## src/rtl/gps_uart_pkg.sv

```systemverilog
// Shared definitions for the GPS / telemetry UART sharing logic.
//   - arb_state_e   : frame arbiter state encoding (2 bits)
//   - N_REQ_DEFAULT : default number of byte-stream requesters
//   - UBX_SYNC1/2   : UBX frame sync bytes, handy for requester benches
package gps_uart_pkg;

  typedef enum logic [1:0] {
    S_IDLE = 2'd0,
    S_SEND = 2'd1,
    S_HOLD = 2'd2,
    S_WAIT = 2'd3
  } arb_state_e;

  localparam int N_REQ_DEFAULT = 2;

  localparam logic [7:0] UBX_SYNC1 = 8'hB5;
  localparam logic [7:0] UBX_SYNC2 = 8'h62;

endpackage

```

## src/rtl/rr_picker.sv

```systemverilog
// Combinational round-robin picker.
// Scans req_i starting one position after last_grant_i, wrapping at N,
// and returns the first set index. Reusable by any shared-resource scheduler.
// Ports:
//   req_i        : request vector, one bit per requester
//   last_grant_i : index served most recently (scan starts just after it)
//   pick_o       : index of the winning requester (0 when none)
//   any_o        : at least one request is set
module rr_picker #(
  parameter int N = 2,
  parameter int W = $clog2(N)
) (
  input  logic [N-1:0] req_i,
  input  logic [W-1:0] last_grant_i,
  output logic [W-1:0] pick_o,
  output logic         any_o
);

  logic [W-1:0] idx;

  always_comb begin
    // NOTE: every output of this block gets a value before any branch, so no
    // path leaves a signal unassigned and no latch is inferred.
    pick_o = '0;
    any_o  = 1'b0;
    idx    = '0;
    // Offset N revisits last_grant itself, so a lone repeat requester still wins.
    for (int off = 1; off <= N; off++) begin
      idx = W'((int'(last_grant_i) + off) % N);
      if (!any_o && req_i[idx]) begin
        pick_o = idx;
        any_o  = 1'b1;
      end
    end
  end

endmodule

```

## src/rtl/uart_tx_arbiter.sv

```systemverilog
// Frame-level arbiter sharing one UART transmitter between N_REQ byte streams.
// A granted requester keeps the transmitter until it sends a byte flagged
// last, so frames never interleave. Owners are chosen round-robin, and a
// watchdog revokes the lock if the owner leaves req_valid low for
// GAP_TIMEOUT cycles mid-frame.
// Ports:
//   clk, rst   : clock, asynchronous active-low reset
//   req_valid  : per-requester byte present
//   req_data   : flattened bytes, requester i on [8i+7:8i]
//   req_last   : per-requester "this byte ends the frame"
//   req_ack    : one-cycle pulse, byte consumed
//   tx_data    : registered byte to the UART
//   tx_send    : one-cycle send strobe to the UART
//   tx_busy    : UART busy
//   grant      : current or most recent owner
//   active     : a frame lock is held
//   timeout    : one-cycle pulse when the watchdog releases the lock
module uart_tx_arbiter
  import gps_uart_pkg::*;
#(
  parameter  int N_REQ       = N_REQ_DEFAULT,
  parameter  int GAP_TIMEOUT = 1000,
  localparam int GW          = $clog2(N_REQ)
) (
  input  logic               clk,
  input  logic               rst,
  input  logic [N_REQ-1:0]   req_valid,
  input  logic [8*N_REQ-1:0] req_data,
  input  logic [N_REQ-1:0]   req_last,
  output logic [N_REQ-1:0]   req_ack,
  output logic [7:0]         tx_data,
  output logic               tx_send,
  input  logic               tx_busy,
  output logic [GW-1:0]      grant,
  output logic               active,
  output logic               timeout
);

  localparam int            CW      = $clog2(GAP_TIMEOUT + 1);
  localparam logic [CW-1:0] GAP_MAX = CW'(GAP_TIMEOUT);

  arb_state_e       state_q;
  logic [GW-1:0]    grant_q, last_grant_q;
  logic [CW-1:0]    gap_cnt_q, gap_cnt_d;
  logic             last_q, active_q, timeout_q, tx_send_q;
  logic [7:0]       tx_data_q;
  logic [N_REQ-1:0] req_ack_q;

  logic [GW-1:0]    pick;
  logic             any_req;
  logic             owner_valid, owner_last;
  logic [7:0]       owner_byte;

  rr_picker #(
    .N (N_REQ),
    .W (GW)
  ) u_picker (
    .req_i        (req_valid),
    .last_grant_i (last_grant_q),
    .pick_o       (pick),
    .any_o        (any_req)
  );

  always_comb begin
    owner_valid = req_valid[grant_q];
    owner_last  = req_last[grant_q];
    owner_byte  = req_data[{grant_q, 3'b000} +: 8];
    // Saturating increment: the counter can never wrap back to zero.
    gap_cnt_d   = (gap_cnt_q == GAP_MAX) ? gap_cnt_q : gap_cnt_q + CW'(1);
  end

  // NOTE: state registers use non-blocking assignments so every register
  // samples the pre-edge values, independent of statement order.
  always_ff @(posedge clk or negedge rst) begin
    if (!rst) begin
      state_q      <= S_IDLE;
      grant_q      <= '0;
      last_grant_q <= GW'(N_REQ - 1);
      gap_cnt_q    <= '0;
      last_q       <= 1'b0;
      active_q     <= 1'b0;
      timeout_q    <= 1'b0;
      tx_send_q    <= 1'b0;
      tx_data_q    <= '0;
      req_ack_q    <= '0;
    end else begin
      // Pulse outputs default low; only the accepting/timeout cycle raises them.
      tx_send_q <= 1'b0;
      req_ack_q <= '0;
      timeout_q <= 1'b0;
      case (state_q)
        S_IDLE: begin
          if (any_req) begin
            grant_q   <= pick;
            active_q  <= 1'b1;
            gap_cnt_q <= '0;
            state_q   <= S_SEND;
          end
        end
        S_SEND: begin
          if (owner_valid) begin
            // Valid but UART busy: wait with the gap counter frozen.
            if (!tx_busy) begin
              tx_data_q <= owner_byte;
              tx_send_q <= 1'b1;
              req_ack_q <= N_REQ'(1) << grant_q;
              last_q    <= owner_last;
              gap_cnt_q <= '0;
              state_q   <= S_HOLD;
            end
          end else begin
            gap_cnt_q <= gap_cnt_d;
            if (gap_cnt_d == GAP_MAX) begin
              timeout_q    <= 1'b1;
              active_q     <= 1'b0;
              last_grant_q <= grant_q;
              state_q      <= S_IDLE;
            end
          end
        end
        // Guard cycle giving the UART time to raise tx_busy after the strobe.
        S_HOLD: state_q <= S_WAIT;
        S_WAIT: begin
          if (!tx_busy) begin
            if (last_q) begin
              active_q     <= 1'b0;
              last_grant_q <= grant_q;
              state_q      <= S_IDLE;
            end else begin
              state_q <= S_SEND;
            end
          end
        end
        default: state_q <= S_IDLE;
      endcase
    end
  end

  assign req_ack = req_ack_q;
  assign tx_data = tx_data_q;
  assign tx_send = tx_send_q;
  assign grant   = grant_q;
  assign active  = active_q;
  assign timeout = timeout_q;

endmodule

```

## config.mk

```make
export PLATFORM = sky130hd
export DESIGN_NAME = uart_tx_arbiter
export DESIGN_NICKNAME = d
export VERILOG_FILES = /design/src/rtl/gps_uart_pkg.sv /design/src/rtl/rr_picker.sv /design/src/rtl/uart_tx_arbiter.sv
export SDC_FILE = /design/constraint.sdc
export NUM_CORES = 1
export LEC_CHECK = 0
export BUFFER_PORTS_ARGS = -buffer_cell sky130_fd_sc_hd__buf_2
export CORE_ASPECT_RATIO = 1.5
export CORE_MARGIN = 2
export CORE_UTILIZATION = 48
export DETAILED_ROUTE_END_ITERATION = 16
export GPL_TIMING_DRIVEN = 0
export PLACE_DENSITY = 0.75
export SLEW_MARGIN = 10
export SYNTH_ARGS = -nofsm -noshare
export SYNTH_HDL_FRONTEND = slang
export SYNTH_SLANG_ARGS = --single-unit
```

## constraint.sdc

```tcl
create_clock -name clk -period 2 [get_ports clk]
set_input_delay 0.2 -clock clk [delete_from_list [all_inputs] [get_ports clk]]
set_output_delay 0.2 -clock clk [all_outputs]
set_load 0.05 [all_outputs]
```

After elaboration in Yosys (flattened, before gate mapping) --
Index checks and enable logic that the tools add are counted.
Storage, ports and cells: register bits after elaboration 28, input port bits 23, output and inout bits 14, logic and storage cells 87
Operators by class: bitwise operators 1, add/sub/neg operators 3, reductions and logical operators 12, order comparisons 3, shifts and indexed selects 2, muxes and demuxes 44, equal/unequal tests 12
Operator list (count):
- 10-bit two-way mux | 4
- 1-bit two-way mux | 28
- 10-bit == test, second input constant | 2
- 10-bit one-hot mux with 2 select lines | 1
- 2-bit two-way mux | 8
- 16-bit by 5-bit variable part select with 8-bit output | 1
- 10-bit by 1-bit adder with 10-bit output, second input constant | 1
- 2-bit inequality test, second input constant | 5
- 2-bit one-hot mux with 4 select lines | 1
- 1-bit by 2-bit < comparator with 1-bit output, second input constant | 3
- 3-bit inequality test, second input constant | 2
- 3-bit AND reduction | 2
- 6-bit AND reduction | 1
- 5-bit AND reduction | 1
- 2-bit == test, second input constant | 2
- 4-bit AND reduction | 1
- 2-bit nonzero test | 2
- 1-bit one-hot mux with 3 select lines | 1
- 3-bit nonzero test | 1
- 1-bit adder, second input constant | 2
- 2-bit by 1-bit == test with 1-bit output, second input constant | 1
- 2-bit logical NOT | 1
- 1-bit one-hot mux with 2 select lines | 1
- 2-bit AND reduction | 1
- other kinds (4) | 4

Longest topological paths before layout --
Gate-level depths: netlist (run 1).
depth after elaboration 9, mapped depth 10

Hierarchy --
Synthesis (run 1) repeated with hierarchy kept, for this count alone.
Unflattened totals: cell total of the unflattened synthesis 198, area total of the unflattened synthesis 1752.9 um^2
By module, submodules not included:
- uart_tx_arbiter | times used 1, area each 1739.2 um^2, cells each 196
- rr_picker | times used 1, area each 13.8 um^2, cells each 2

Least setup slack after synthesis (run 1) --
Ideal clock, no wire load.
kind flip-flop to flip-flop, start register grant_q, in the netlist grant, end register gap_cnt_q[2], setup slack -0.081 ns, arrival 1.951 ns, path buffers 1, setup time 0.130 ns, cell stages (with the launch flop) 8, cell sequence dfrtp_1 > buf_2 > mux2i_1 > nor2_1 > a21oi_1 > o21ai_0 > nand2_1 > o21ai_0
Between the ends: cells in the longest elaborated chain, start to end 4
Ends and longest elaborated chain:
- start: declaration | RTL line uart_tx_arbiter.sv:43 | logic [GW-1:0] grant_q, last_grant_q;
- start signal: assignment | RTL line uart_tx_arbiter.sv:94 | grant_q <= pick;
- 1-bit two-way mux (not written as such) (*) (2 in a row) | RTL line uart_tx_arbiter.sv:65 | owner_valid = req_valid[grant_q];
- 3-bit inequality test (no line) / 10-bit two-way mux (equally long branches)
- 3-bit AND reduction (no line) / 10-bit one-hot mux with 2 select lines (equally long branches)
- end signal: assignment | RTL line uart_tx_arbiter.sv:112 | gap_cnt_q <= gap_cnt_d;
- end: declaration | RTL line uart_tx_arbiter.sv:44 | logic [CW-1:0] gap_cnt_q, gap_cnt_d;
Every way passes the cells marked *; elsewhere a longest branch is shown, timed or not. The select of a mux whose other input is x is not followed. A chain may end at the register's enable or synchronous reset.

Final worst setup path (run 1) --
start register gap_cnt_q[0], end register active_q, in the netlist active
Between the ends: cells in the longest elaborated chain, start to end 5
Ends and longest elaborated chain:
- 10-bit by 1-bit adder with 10-bit output / 10-bit == test (equally long branches) | RTL line uart_tx_arbiter.sv:69 | gap_cnt_d = (gap_cnt_q == GAP_MAX) ? gap_cnt_q : gap_cnt_q + CW'(1);
- 10-bit two-way mux (*) | RTL line uart_tx_arbiter.sv:69
- 10-bit == test (*) | RTL line uart_tx_arbiter.sv:113 | if (gap_cnt_d == GAP_MAX) begin
- 2-bit inequality test (no line) (*)
- 6-bit AND reduction (no line) (*)
- end signal: assignment | RTL line uart_tx_arbiter.sv:81 | active_q <= 1'b0;
- end signal: assignment | RTL line uart_tx_arbiter.sv:115 | active_q <= 1'b0;
- end signal: assignment | RTL line uart_tx_arbiter.sv:126 | active_q <= 1'b0;
- end: declaration | RTL line uart_tx_arbiter.sv:45 | logic last_q, active_q, timeout_q, tx_send_q;
Every way passes the cells marked *; elsewhere a longest branch is shown, timed or not.

==> results of run 1 <==
==> logic make-up (layout without fill, tap and decap cells) <==
| kind of cell | Yosys count | in the layout | synth area share, % |
|---|---|---|---|
| flops | 28 | 28 | 42.5 |
| simple gates | 63 | 63 | 19.6 |
| fa+ha+maj | 6 | 6 | 4.54 |
| buf+inv | 15 | 71 | 4.54 |
| compound gates | 54 | 54 | 20.6 |
| xor+xnor | 3 | 3 | 1.59 |
| mux | 11 | 11 | 6.66 |
==> power by group through the flow <==
stage	logic (mW)	clock network [mW]	registers (mW)
2_1_floorplan	0.856	0	1.25
3_5_place_dp	1.60	0	0.882
6_report	1.92	0.312	0.869
3_3_place_gp	1.57	0	0.872
4_1_cts	1.76	0.317	0.868
5_1_grt	2.08	0.341	0.892
==> layout make-up <==
| class | instances | area, um2 |
|---|---|---|
| flip-flops and latches | 28 | 704 |
| inverters | 8 | 30.0 |
| multi-input cells | 137 | 990 |
| clock buffers | 4 | 45.0 |
| well taps | 42 | 52.6 |
| plain buffers | 5 | 37.5 |
| fillers | 293 | 1170 |
| repair buffers | 54 | 318 |
==> cell usage in the layout, fill, tap and decap left out, types with 2 or more instances in the layout <==
cell,n
buf_2,38
dfrtp_1,25
buf_4,17
nor2_1,16
a21oi_1,14
nand2_1,13
o21ai_0,13
mux2i_1,10
inv_1,6
nand3_1,6
a31oi_1,4
nand4_1,4
nand2b_1,3
nor2_4,3
nor3_1,3
ha_1,3
clkbuf_8,3
inv_2,2
nand2_2,2
buf_6,2
and3_1,2
o21bai_1,2
and3_4,2
a21oi_2,2
xnor2_1,2
nor2b_1,2
o2bb2ai_1,2
o21a_1,2
o31ai_1,2
ha_4,2
dfrtp_2,2
==> stage by stage <==
stage	hold WS [ps]	area, um2
2_1_floorplan	-95.6	1670
3_3_place_gp	250	1900
3_5_place_dp	250	1900
4_1_cts	178	2080
5_1_grt	199	2180
6_report	188	2180
==> routing by layer <==
layer | vias to the layer above | wire, um | global-route usage, %
met3 | 10 | 203 | 1.76
met5 | - | 0 | 0
met2 | 67 | 2230 | 39.5
li1 | 768 | - | -
met4 | 0 | 87 | 8.48
met1 | 748 | 1620 | 23.9
==> path summary, 6_finish.rpt <==
path,start,end
worst max-delay path,gap_cnt_q[0],active
worst min-delay path,req_valid[0],grant
worst max register to register,gap_cnt_q[0],active
worst min register to register,active,active
max in group asynchronous,rst,grant
min in group asynchronous,rst,tx_data[3]
==> repair_timing <==
action | in CTS | in global routing
endpoints found under the hold margin | 27 | 0
hold buffers | 1 | 0
pin swaps | 5 | 8
gates resized for setup | 13 | 15
setup buffers | 10 | 7
endpoints found under the setup margin | 24 | 18
==> critical path, cell delays in order, from the launching register on <==
cell	delay [ps]
dfrtp_2	460
ha_4	190
and3_4	180
and3_4	180
xnor2_2	130
nor3b_2	210
and4b_2	340
o211ai_1	110
o2bb2ai_1	140
==> flow_summary.yaml, run 1 <==
global_route:
  grt-ovfl-total: 0
  grt_max_degree: 29
  antenna_found_initial: 0
  grt_pass1_vias: 1495
  grt_pass1_wl_mm: 6.29
  grtUsageTotal_pct: 20.9
synth:
  yosysMostFrequentCell: "dfrtp_1"
  ys_warn_count: 0
  syn_area_um2: 1650
  ys_ff_latch: 28
  synth_top_area_share_pct: 40.9
  synth_area_leaders: "dfrtp_1 (41%), mux2i_1 (6.7%), a21oi_1 (4.8%)"
  syn_inst: 180
  synth-main-ff-cell: "dfrtp_1"
  ys_seq_area_share_pct: 42.5
  ys_top_cells_by_count: "dfrtp_1 (27), nor2_1 (18), a21oi_1 (16)"
  synth_area_leader_cell: "dfrtp_1"
  postSynthAreaPerCell_um2: 9.18
  synth_cell_types: 44
  synth-edff-count: 0
  synthArstFlopShare_pct: 100
  synth_nets: 209
finish:
  fin_util_pct: 65.0
  drive_gt1_share_pct: 36.4
  largest-register: "gap_cnt_q"
  final_cells: 278
  antennaDiodeCount: 0
  largest_register_ffs: 10
  nets: 266
  area_delta_synth_final_pct: 31.7
timing:
  period_needed_ps: 2050
  tightest_slew_ps: 612
  max-slew-margin-rel_pct: 59.2
  drv_slew: 0
  finClkSkew_ps: 2.37
  final_hold_viol_count: 0
  setup_slack_ps: -48.9
  rsz0062_at_grt: "true"
  setup_viol: 2
  setup_tns_ps: -88.7
  max_freq_mhz: 488
  finalCritPeriodShare_pct: 102
job:
  maxCapViolCount: 0
worst_hold_path:
  hp-class: "primary input to register"
  hold_depth: 2
placed_design:
  place_congestion: 0.875
  dp.cells: 258
  dp_hpwl_mm: 2.77
  dp_slack_ps: -211
  port_buffers: 36
power:
  combPwrFrac_pct: 62.0
  power_switching_mw: 1.49
  power.leakage_nw: 0.986
  seqPwrFrac_pct: 28.0
  p_clk_share_pct: 10.1
  total_power_mw: 3.10
  power_density_nw_per_um2: 1430
  peakVddDrop_mv: 0.819
  netSwitchingFraction_pct: 48.0
  p_int_mw: 1.61
worst_setup_path:
  r2r_setup_slack_ps: -50
  crit_path_end_kind: "register"
  path_class: "register to register"
  worst-path-max-fanout: 7
  startpoint_type: "register"
  rr_worst_depth: 8
  crit_arrival_ps: 2210
  crit_required_ps: 2160
status:
  violations: "negative setup slack"
  status: "complete, but fails checks"
die:
  initial_core_util_pct: 49.3
  rows: 26
  core_um2: 3350
  dieArea_um2: 3940
  dieHeight_um: 75.9
  die_x_um: 51.9
  top_level_ports: 37
drt:
  routed_wl_mm: 4.14
  vias_per_cell: 5.73
  wl_per_cell_um: 14.9
  drtIter0Drc: 44
  drc: 0
  num_vias: 1593
  drtPass1Iterations: 4
  drtAntennaViolNets: 0
clock_network:
  cts_buffer_depth: 2
  cts_tree: "done"
  insertion_delay_ps: 270
  clock-root-buffer: "clkbuf_8"
  cts_max_level: 1
  cts.sinks: 28
  clk_pin_slew_worst_paths_ps: 90
  cts_buffers: 3
Power figures use the tool's default switching activity.
==> run 2, diff against run 1 <==
--- a/config.mk
+++ b/config.mk
@@ -8,10 +8,11 @@
 export BUFFER_PORTS_ARGS = -buffer_cell sky130_fd_sc_hd__buf_2
 export CORE_ASPECT_RATIO = 1.5
 export CORE_MARGIN = 2
-export CORE_UTILIZATION = 48
+export CORE_UTILIZATION = 50
+export CTS_BUF_LIST = sky130_fd_sc_hd__clkbuf_4
 export DETAILED_ROUTE_END_ITERATION = 16
 export GPL_TIMING_DRIVEN = 0
-export PLACE_DENSITY = 0.75
+export PLACE_DENSITY = 0.78
 export SLEW_MARGIN = 10
 export SYNTH_ARGS = -nofsm -noshare
 export SYNTH_HDL_FRONTEND = slang
==> run 2 against run 1 <==
  * Sequential share of layout area rose by 0.92 points
  * Worst setup slack worse by 63 ps
  * Core utilization increased by 2.0 points
  * Die area down 3.7%
  * Combinational power barely moved
  * Global-route usage shrank 0.14 points
  * Clock power is 16% lower
  * Hold slack got worse by 110 ps
  * Clock-buffer cell count did not move
  * Design area down 2.8%
  * The flow still finishes with violations (negative setup slack)
  * Highest routed layer unchanged
  * Critical endpoint is now last_grant_q
  * Sequential power shrank 1%
  * Non-clock buffer count is 4 lower
==> flow_summary.yaml, run 2 (synthesized netlist as in run 1, its figures left out) <==
placed_design:
  place_congestion: 0.863
  port_buffers: 36
  postPlaceCellArea_um2: 1900
  dp_hpwl_mm: 2.65
  dp_slack_ps: -197
worst_setup_path:
  path_class: "register to register"
  path_cells: "buf_6 > inv_4 > ha_4 > nand4_1 > o32a_1 > o22ai_1 > and4b_1 > buf_6 > nand4_1 > o311ai_4"
  crit_path_end_kind: "register"
  crit_arrival_ps: 2370
  cp_slowest_cell: "dfrtp_1"
  crit_required_ps: 2260
  slowest_delay_ps: 450
  r2r_start: "gap_cnt_q[1]"
  r2r-end: "last_grant_q"
  rr_worst_depth: 10
  startpoint_type: "register"
  worst-path-max-fanout: 6
  r2r_setup_slack_ps: -110
clock_network:
  cts_max_level: 1
  clk_pin_slew_worst_paths_ps: 150
  cts_buffers: 3
  clock-root-buffer: "clkbuf_4"
  cts_buffer_depth: 2
  insertion_delay_ps: 340
  cts_tree: "done"
  cts.sinks: 28
timing:
  tightest_slew_ps: 621
  setup_tns_ps: -257
  period_needed_ps: 2110
  rsz0062_at_grt: "true"
  finClkSkew_ps: 13.8
  setup_viol: 4
  setup_slack_ps: -112
  final_hold_viol_count: 0
  max_freq_mhz: 474
  max-slew-margin-rel_pct: 58.6
  drv_slew: 0
  finalCritPeriodShare_pct: 106
  whs_ps: 79.8
status:
  violations: "negative setup slack"
  status: "complete, but fails checks"
global_route:
  grt_pass1_wl_mm: 5.88
  antenna_found_initial: 0
  grtUsageTotal_pct: 20.8
  grt_max_degree: 29
  grt_pass1_vias: 1341
  grt-ovfl-total: 0
finish:
  mostFrequentLayoutCells: "buf_2 (37), dfrtp_1 (25), nor2_1 (16)"
  largest_register_ffs: 10
  final_common_cell: "buf_2"
  n_fill_cell: 248
  design_area_um2: 2120
  antennaDiodeCount: 0
  area_delta_synth_final_pct: 28.1
  largest-register: "gap_cnt_q"
  fin_util_pct: 67.0
  nets: 262
  drive_gt1_share_pct: 33.6
drt:
  drc: 0
  wl_per_cell_um: 14.6
  num_vias: 1544
  drtPass1Iterations: 4
  drtIter0Drc: 49
  vias_per_cell: 5.68
  routed_wl_mm: 3.98
  drtAntennaViolNets: 0
power:
  peakVddDrop_mv: 0.929
  power.leakage_nw: 0.962
  power_density_nw_per_um2: 1450
worst_hold_path:
  hp-class: "primary input to register"
  whs_endpoint: "grant"
  hold_depth: 2
  hold_start: "req_valid[0]"
die:
  dieArea_um2: 3790
  dieHeight_um: 74.4
  core_um2: 3160
  die_x_um: 50.9
  initial_core_util_pct: 52.3
  top_level_ports: 37
  rows: 25
job:
  maxCapViolCount: 0
## run 2: per-stage QoR
stage	total power [mW]	std cells
after floorplan	2.11	180
after global placement	2.45	256
after detailed placement	2.47	256
after CTS	2.83	265
after global routing	3.26	272
final	3.07	272
## run 2: area by class of cell
class	count	area [um2]	area share, %
Timing Repair Buffer	49	288	13.6
Tap cell	40	50.0	2.36
Inverter	8	35.0	1.65
Sequential cell	28	704	33.3
Clock buffer	4	30.0	1.42
Buffer	6	43.8	2.07
Multi-Input combinational cell	137	966	45.6
## run 2: how the worst max path moves through the flow
stage | end | startpoint
floorplan | state_q[0] | gap_cnt_q[0]
global placement | active | gap_cnt_q[0]
detailed placement | tx_data[2] | register
CTS | active | gap_cnt_q[0]
global route | last_grant_q | gap_cnt_q[1]
finish | last_grant_q | gap_cnt_q[1]
## run 2: power by group
part           total [mW]  internal [mW]  switching, mW  leakage (nW)
clock               0.261         0.0922          0.169        0.0184
sequential          0.858          0.752          0.106         0.347
combinational        1.95          0.729           1.22         0.597
## run 2: critical path: cells and delay by family (launching register included)
family | cells | cell delay [ps]
compound gates | 3 | 600
simple gates | 3 | 540
buf+inv | 3 | 310
fa+ha+maj | 1 | 120
flops | 1 | 450
## run 2: per-layer routing
layer  wire [um]  vias to the layer above  track usage, %  part of all wire, %
li1            -                      761               -                    -
met1        1570                      727            22.9                   39
met2        2070                       47            37.5                   52
met3         214                        9            2.81                  5.4
met4         126                        0            12.6                  3.2
met5           0                        -               0                    0
## run 2: repair_timing
action | in CTS | in global routing
pin swaps | 4 | 8
endpoints found under the setup margin | 21 | 19
hold buffers | 1 | 0
buffers inserted | 5 | 7
gates resized for setup | 9 | 14
endpoints found under the hold margin | 27 | 0
==> run 3, diff against run 2 <==
--- a/config.mk
+++ b/config.mk
@@ -17,3 +17,4 @@
 export SYNTH_ARGS = -nofsm -noshare
 export SYNTH_HDL_FRONTEND = slang
 export SYNTH_SLANG_ARGS = --single-unit
+export TNS_END_PERCENT = 20
==> run 3 against run 2 <==
  * Routed wire length up 1.2%
  * Power down 2.2%
  * Sequential cell count unchanged
  * Core utilization down 0.20 points
  * Cell count unchanged
  * Highest routed layer unchanged
  * The flow still finishes with violations (negative setup slack)
  * Critical path depth down 2
==> flow_summary.yaml, run 3 (synthesized netlist as in run 1, its figures left out) <==
finish:
  antennaDiodeCount: 0
  area_delta_synth_final_pct: 27.7
  largest-register: "gap_cnt_q"
  largest_register_ffs: 10
  fin_util_pct: 66.8
  nets: 262
  mostFrequentLayoutCells: "buf_2 (38), dfrtp_1 (25), nor2_1 (16)"
  drive_gt1_share_pct: 34.9
  final_common_cell: "buf_2"
placed_design:
  dp_hpwl_mm: 2.82
  dp_slack_ps: -282
  place_congestion: 0.841
  port_buffers: 36
power:
  peakVddDrop_mv: 0.787
  power_density_nw_per_um2: 1420
  power.leakage_nw: 0.950
  total_power_mw: 3.00
drt:
  vias_per_cell: 5.82
  drtIter0Drc: 42
  drtAntennaViolNets: 0
  drtPass1Iterations: 4
  wl_per_cell_um: 14.8
  num_vias: 1584
  routed_wl_mm: 4.03
  drc: 0
timing:
  finClkSkew_ps: 7.07
  drv_slew: 0
  max_freq_mhz: 494
  setup_viol: 1
  rsz0062_at_grt: "true"
  whs_ps: 111
  tightest_slew_ps: 626
  period_needed_ps: 2020
  finalCritPeriodShare_pct: 101
  setup_slack_ps: -22.3
  max-slew-margin-rel_pct: 58.3
  final_hold_viol_count: 0
global_route:
  grt_pass1_vias: 1454
  grt-ovfl-total: 0
  use_met3_pct: 3.21
  grtUsageTotal_pct: 22.1
  grt_pass1_wl_mm: 6.43
  grt_max_degree: 29
  grt-busiest-layer: "met2"
  grtUsageMet1_pct: 24.2
  grt_use_met2_pct: 42.4
  antenna_found_initial: 0
clock_network:
  clock-root-buffer: "clkbuf_4"
  clk_pin_slew_worst_paths_ps: 150
  cts.sinks: 28
  cts_buffer_depth: 2
  cts_tree: "done"
  insertion_delay_ps: 330
  cts_buffers: 3
  cts_max_level: 1
die:
  core_um2: 3160
  top_level_ports: 37
  die_x_um: 50.9
  initial_core_util_pct: 52.3
  dieHeight_um: 74.4
  rows: 25
  dieArea_um2: 3790
worst_setup_path:
  path_cells: "ha_4 > and3_4 > and3_4 > xnor2_2 > nor3b_2 > and4b_2 > o211ai_1 > o2bb2ai_1"
  startpoint_type: "register"
  crit_arrival_ps: 2250
  slowest_delay_ps: 460
  worst-path-max-fanout: 7
  cp_slowest_cell: "dfrtp_2"
  crit_path_end_kind: "register"
  cpMostUsedCell: "and3_4"
  path_class: "register to register"
  crit_required_ps: 2220
job:
  maxCapViolCount: 0
status:
  violations: "negative setup slack"
  status: "complete, but fails checks"
worst_hold_path:
  hp-class: "primary input to register"
## run 3: cell types whose count changed in the layout (fill, tap and decap cells not counted), sizes merged
cell / before / now
clkbuf: 6 / 4
clkinv: 0 / 1
buf: 52 / 53
## run 3: timing repair
action	in CTS	in global routing
pin swaps	5	9
hold buffers	1	0
endpoints found under the hold margin	27	0
endpoints found under the setup margin	23	24
resized for setup	13	18
buffers inserted	5	8
## run 3: per-layer routing
layer / wire length [um] / part of all wire (%)
met5: 0 / 0
met4: 59 / 1.5
met3: 197 / 4.9
met2: 2250 / 56
met1: 1520 / 38
## run 3: final timing paths
kind	from	to	slack, ps	cells after the start
worst max register to register	gap_cnt_q[0]	active	-20	8
worst max-delay path	gap_cnt_q[0]	active	-20	8
worst min-delay path	req_valid[0]	grant	110	2
min in group asynchronous	rst	gap_cnt_q[2]	400	2
worst min register to register	active	active	540	1
max in group asynchronous	rst	grant	1150	2
## run 3: final cells by class
class | instances | area (um2)
buffer | 5 | 30.0
clock buffer | 3 | 22.5
clock inverter | 1 | 3.75
fill | 273 | 1050
inverter | 8 | 35.0
multi-input combinational | 137 | 970
sequential | 28 | 704
tap | 40 | 50.0
timing repair buffer | 50 | 295
## run 3: power breakdown
| part | switching (mW) | leakage, nW | total, mW | internal, mW |
|---|---|---|---|---|
| logic | 1.21 | 0.588 | 1.90 | 0.696 |
| registers | 0.107 | 0.347 | 0.859 | 0.752 |
| clock network | 0.165 | 0.0154 | 0.238 | 0.0733 |
| total | 1.48 | 0.950 | 3.00 | 1.52 |
## run 3: worst max-delay path, delay by kind of cell, from the launching register on
kind | cells | cell delay (ps)
AND/OR/NAND/NOR | 4 | 870
flip-flops | 1 | 460
AO/OA/AOI/OAI | 2 | 260
adder cells (fa/ha/maj) | 1 | 190
XOR/XNOR | 1 | 130
## run 3: stage by stage
stage          std cells  instance area, um2  TNS, ps
2_1_floorplan        180                1650    -97.6
3_3_place_gp         256                1880    -3050
3_5_place_dp         256                1880    -3720
4_1_cts              264                1980     -252
5_1_grt              272                2110     -348
6_report             272                2110    -22.3
